## config.mk

```make
export PLATFORM = sky130hd
export DESIGN_NAME = rs_dec_syndrome
export DESIGN_NICKNAME = d
export VERILOG_FILES = /design/src/rtl/rs_dec_syndrome.sv
export SDC_FILE = /design/constraint.sdc
export NUM_CORES = 2
export LEC_CHECK = 0
export CAP_MARGIN = 10
export CORE_UTILIZATION = 53
export DETAILED_ROUTE_END_ITERATION = 7
export PLACE_DENSITY = 0.8
export SLEW_MARGIN = 20
export SYNTH_ARGS = -nofsm -noshare
export SYNTH_HDL_FRONTEND = slang
export SYNTH_SLANG_ARGS = --single-unit
```

## constraint.sdc

```tcl
create_clock -name clk -period 2.67 [get_ports clk]
set_input_delay 0.267 -clock clk [delete_from_list [all_inputs] [get_ports clk]]
set_output_delay 0.267 -clock clk [all_outputs]
set_load 0.1 [all_outputs]
```

## src/rtl/rs_dec_syndrome.sv

```systemverilog
// ---------------------------------------------------------------------------
// rs_dec_syndrome
// Syndrome calculator for an RS(N, N-NSYM) decoder over GF(2^M), with
// primitive polynomial x^10 + x^3 + 1 and alpha = 10'h002.
// S_j = r(alpha^j) for j = 0..NSYM-1, evaluated by Horner's rule as symbols
// arrive, highest-degree coefficient first.
//
// Ports
//   clk           : clock, all state on rising edge
//   rst_n         : asynchronous active-low reset
//   in_valid      : in_data carries a symbol this cycle
//   in_sop        : first symbol of a codeword (qualified by in_valid)
//   in_data       : received symbol, r(N-1) first
//   syn_valid     : one-cycle pulse, syndromes_out holds a fresh result
//   syndromes_out : S0..S(NSYM-1), index j holds S_j; held until next result
//   syn_nonzero   : OR of all syndromes, valid with syn_valid
//   sop_err       : one-cycle pulse on a framing violation
// ---------------------------------------------------------------------------
module rs_dec_syndrome #(
  parameter int unsigned N    = 544,
  parameter int unsigned NSYM = 30,
  parameter int unsigned M    = 10
) (
  input  logic                   clk,
  input  logic                   rst_n,
  input  logic                   in_valid,
  input  logic                   in_sop,
  input  logic [M-1:0]           in_data,
  output logic                   syn_valid,
  output logic [NSYM-1:0][M-1:0] syndromes_out,
  output logic                   syn_nonzero,
  output logic                   sop_err
);

  localparam int unsigned CW = $clog2(N + 1);

  // Low-order terms of the primitive polynomial (x^3 + 1), folded back in
  // whenever the x^M term overflows.
  localparam logic [M-1:0] POLY_LOW = {{(M-4){1'b0}}, 4'b1001};

  function automatic logic [M-1:0] mul_alpha(input logic [M-1:0] x);
    return {x[M-2:0], 1'b0} ^ (x[M-1] ? POLY_LOW : '0);
  endfunction

  // Multiply by alpha^p; p is an elaboration-time constant at every call
  // site, so this collapses to a fixed XOR network.
  function automatic logic [M-1:0] mul_alpha_pow(input logic [M-1:0] x,
                                                 input int unsigned p);
    logic [M-1:0] r;
    r = x;
    for (int unsigned i = 0; i < p; i++) r = mul_alpha(r);
    return r;
  endfunction

  typedef enum logic {IDLE, ACCUM} state_t;

  state_t                 state_q, state_d;
  logic [CW-1:0]          cnt_q, cnt_d;
  logic [NSYM-1:0][M-1:0] acc_q, acc_d, acc_mul;
  logic                   syn_load;
  logic                   err_d;

  for (genvar j = 0; j < NSYM; j++) begin : g_cmul
    assign acc_mul[j] = mul_alpha_pow(acc_q[j], j);
  end

  always_comb begin
    state_d  = state_q;
    cnt_d    = cnt_q;
    acc_d    = acc_q;
    syn_load = 1'b0;
    err_d    = 1'b0;
    case (state_q)
      IDLE: begin
        if (in_valid) begin
          if (in_sop) begin
            acc_d   = {NSYM{in_data}};
            cnt_d   = CW'(1);
            state_d = ACCUM;
          end else begin
            err_d = 1'b1;
          end
        end
      end
      ACCUM: begin
        if (in_valid) begin
          if (in_sop) begin
            // Abort: restart on this symbol, never report the old codeword.
            err_d = 1'b1;
            acc_d = {NSYM{in_data}};
            cnt_d = CW'(1);
          end else begin
            for (int unsigned j = 0; j < NSYM; j++) acc_d[j] = acc_mul[j] ^ in_data;
            if (cnt_q == CW'(N - 1)) begin
              syn_load = 1'b1;
              cnt_d    = '0;
              state_d  = IDLE;
            end else begin
              cnt_d = cnt_q + 1'b1;
            end
          end
        end
      end
      default: state_d = IDLE;
    endcase
  end

  always_ff @(posedge clk or negedge rst_n) begin
    if (!rst_n) begin
      state_q       <= IDLE;
      cnt_q         <= '0;
      acc_q         <= '0;
      syndromes_out <= '0;
      syn_valid     <= 1'b0;
      syn_nonzero   <= 1'b0;
      sop_err       <= 1'b0;
    end else begin
      state_q   <= state_d;
      cnt_q     <= cnt_d;
      acc_q     <= acc_d;
      syn_valid <= syn_load;
      sop_err   <= err_d;
      if (syn_load) begin
        syndromes_out <= acc_d;
        syn_nonzero   <= |acc_d;
      end
    end
  end

endmodule

```

# == Word-level counts from Yosys, hierarchy flattened ==
# Index checks and enable logic that the tools add are counted.
# op_classes
addsub,1
eq_ne,4
mux,459
bitwise_logic,466
n_reduce_logical,2
# op_table
operator,n
10-bit by 4-bit bitwise XOR with 10-bit output,435
4-bit two-way mux,435
300-bit two-way mux,4
300-bit case mux with 2 select lines,1
300-bit OR reduction,1
10-bit bitwise XOR,30
10-bit two-way mux,5
10-bit case mux with 2 select lines,1
1-bit two-way mux,11
10-bit by 1-bit adder with 10-bit output (second input constant),1
10-bit equality test (second input constant),1
2-bit != test (second input constant),3
1-bit case mux with 2 select lines,2
3-bit AND reduction,1
1-bit inverter,1
# totals
ff_bits,614
input_bits,14
word_cells,997

# == Depth between registers and ports, before layout ==
# logic_depth
ltp_word,63
depth_mapped,16
ltp_nobuf,10

# == Worst setup path before layout ==
# Ideal clock, no wire load.
# synth_path
kind,reg-to-reg
start,reg acc_q[244] (netlist name)
end,reg syn_nonzero
setup_time_ns,0.121
arrival_ns,2.698
t_required_ns,2.549
setup_slack_ns,-0.149
path_stages_with_launch,11
period_less_slack_ns,2.819
cell_sequence,dfrtp_1 > buf_4 > xor2_2 > a21oi_1 > o221a_2 > o22a_1 > or4_1 > or4_1 > nor4_1 > nand4_1 > o22a_1
# synth_rtl
item,line_no,rtl
start: declaration,59,"logic [NSYM-1:0][M-1:0] acc_q, acc_d, acc_mul;"
start signal: assignment,112,acc_q <= '0;
start signal: assignment,120,acc_q <= acc_d;
end signal: assignment,125,syn_nonzero <= |acc_d;
end: declaration,31,"output logic syn_nonzero,"

==> flow_summary.ini <==
[run_status]
status = finished, violations left
violations = design-rule violations, negative setup slack

[timing]
rsz0062_at_grt = true
whs_ns = 0.1532
fin_crit_ns = 3.640
fmax_ghz = 0.2748
fin_ws_ns = -0.9697
slew_violations = 0
slew_headroom = 0.2399
setup_violations = 22
tightest_slew_ns = 1.136
hold_violations = 0
finalCritPeriodShare = 1.363
skew_ns = 0.03068

[cts]
cts_buffers = 67
cts.sinks = 614
tritoncts = done
clkLatencyLatePin_ns = 0.66
root_buffer = clkbuf_16
cts_buffer_depth = 3
htreeDepth = 3
clkTransAtPathRegs_ns = 0.07

[cells_and_area]
final_common_cell = buf_4
area_delta_synth_final_pct = 41.59
drive_above_1_share = 0.3288
stdcell_area_sq_um = 47300
final_cells = 5796
mostFrequentLayoutCells = buf_4 (1288), nand2_1 (867), dfrtp_1 (613)
fin_nets = 4909

[logic_synthesis]
postSynthAreaPerCell_sq_um = 8.945
synth.top_cell.area_share = 0.4600
synthesis.nets = 3749
seq_area_frac_synth = 0.4600
syn_area_sq_um = 33400
synth_seq_cells = 614
yosysTopAreaCell = dfrtp_1
ys_types = 80
synth_edf_count = 0
synth-main-ff-cell = dfrtp_1
async_flop_share = 1.000
yosysWarnings = 0
netlist_instances = 3734
yosys-top-cells-area = dfrtp_1 (46%), nand2_1 (9.8%), xnor2_1 (4.9%)

[power]
comb_power_share = 0.519
ir_worst_vdd_mv = 0.8714
p_int_mw = 28.56
leakagePower_nw = 23.39
pwr-share-clk = 0.205
switching_share = 0.4149
pwr-share-seq = 0.276
p_per_area_nw_per_um2 = 1032
finalPower_mw = 48.80
p_sw_mw = 20.25

[grt]
grt_pass1_vias = 35480
grt_first_pass_wirelength_mm = 246.2
grt_overflow = 0
antenna_found_initial = 15
track_usage = 0.5384
grt_start_max_net_pins = 81

[placement]
dpl.cell_count = 5616
detailed_place_hpwl_mm = 130.7
dp_slack_ns = -1.094
post_dp_cell_area_sq_um = 43860
io_buffers = 316
gp_congestion = 1.139

[route]
wl_per_cell_um = 31.15
viasPerCell = 6.610
drt-initial-drc-count = 7022
firstDrtPassIters = 8
drc = 6
ant_nets = 0
wirelength_mm = 180.5
vias = 38310

[worst_setup_path]
critPathKind = flop to flop
cp_max_fo = 15
cpMaxStageDelayCell = dfrtp_4
worstPathArrival_ns = 4.18
crit_path_start_kind = flop
cp_cell_sequence = buf_8 -> buf_12 -> buf_12 -> buf_12 -> nor2_2 -> a21oi_1 -> o221a_2 -> nor4_4 -> buf_4 -> nand4_1 -> nor4b_2 -> and4_1 -> nand4_1 -> o22a_1
max_stage_delay_ns = 0.52
reg2reg_to = syn_nonzero
crit_family = simple AND/OR/NAND/NOR gates
worstSetupEndpointType = flop
cp.depth = 14
r2r-start = state_q
crit_buf_inv = 5
cpMostUsedCell = buf_12
cp_data_required_time_ns = 3.21
endpoint = syn_nonzero
rr_worst_depth = 14
reg2reg_slack_ns = -0.97
crit_start = state_q

[job]
cap_violations = 0

[die]
row_count = 91
start_util = 0.5393
die_y_um = 253.0
num_io_pins = 317
dieArea_sq_um = 64030
core-area_sq_um = 61940
die_width_um = 253.0

[hold_path]
hold_class = primary input to async pin
## power by group through the flow
stage | clock [mW] | sequential, mW | combinational (mW)
3_3_place_gp | 0 | 13.4 | 23.5
5_1_grt | 10.3 | 13.5 | 25.9
4_1_cts | 9.93 | 13.3 | 24.0
2_1_floorplan | 0 | 12.8 | 11.9
6_report | 10.0 | 13.5 | 25.3
3_5_place_dp | 0 | 13.4 | 23.7
## state kept, by name (all words and copies together), names as in the netlist
name           flops
syndromes_out    300
acc_q            290
acc_mul           10
cnt_q             10
sop_err            1
state_q            1
syn_nonzero        1
syn_valid          1
## worst register-to-register path, stage by stage (launching register included)
cell     delay, ns
dfrtp_4       0.52
buf_8         0.17
buf_12        0.15
buf_12        0.14
buf_12        0.15
nor2_2        0.16
a21oi_1       0.06
o221a_2       0.29
nor4_4        0.30
buf_4         0.15
nand4_1       0.38
nor4b_2       0.33
and4_1        0.23
nand4_1       0.24
o22a_1        0.25
## area by class of cell
class	count	area, sq um
antenna	11	27.53
clock buffer	83	1837
tap	837	1047
timing repair buffer	1388	11560
clock inverter	40	490.5
multi-input combinational	2731	16610
fill	4110	14640
inverter	92	350.3
sequential	614	15370
## layer usage
| metal | GRT usage | share of wire | vias up |
|---|---|---|---|
| li1 | - | - | 15350 |
| met1 | 0.7006 | 0.36 | 18370 |
| met4 | 0.3257 | 0.082 | 12 |
| met3 | 0.2060 | 0.16 | 947 |
| met2 | 0.7558 | 0.40 | 3636 |
| met5 | 0 | 0.00048 | - |
## Yosys cell counts, drive strengths merged, types with 50 or more instances
master and n:
a21oi 238, buf 133, clkbuf 164, dfrtp 614, inv 92, mux2i 68, nand2 869, nor2 232
nor2b 50, o21ai 205, o221a 57, o22ai 127, xnor2 187, xor2 88
## metrics by stage
step	TNS, ns	utilization
after global routing	-1.180	0.7631
after detailed placement	-35.28	0.7081
after global placement	-28.72	0.7081
final	-1.445	0.7636
after CTS	-2.987	0.7523
after floorplan	-0.03307	-
## what timing repair did
item                                    4_1_cts  5_1_grt
endpoints found under the setup margin      195      153
pin swaps                                    13       11
hold buffers                                  1        0
gates cloned                                  4       12
setup buffers                                 7       21
hold endpoints to repair                     47        0
resized for setup                            48       43
## worst min path at each step
stage,startpoint,cells after the start,slack (ns),end
after floorplan,rst_n,0,-0.03,acc_mul[0]
after global placement,rst_n,1,0.27,cnt_q[5]
after detailed placement,rst_n,1,0.28,cnt_q[5]
after CTS,rst_n,2,0.20,cnt_q[0]
after global routing,rst_n,2,0.22,syndromes_out[75]
final,rst_n,2,0.15,cnt_q[7]
## cell families (layout without fill, tap and decap cells)
group / count (synthesis) / count (layout) / share of synthesized area
adders and majority gates: 1 / 1 / 0.0003745
AOI/OAI and AO/OA: 929 / 929 / 0.1829
buffers and inverters: 389 / 1603 / 0.05019
muxes: 77 / 77 / 0.02341
and+or+nand+nor: 1412 / 1412 / 0.1850
DFF: 614 / 614 / 0.4600
xor gates and xnor gates: 312 / 312 / 0.09803
other: 0 / 11 / 0
Note: power is estimated with default switching activity, not from simulation.
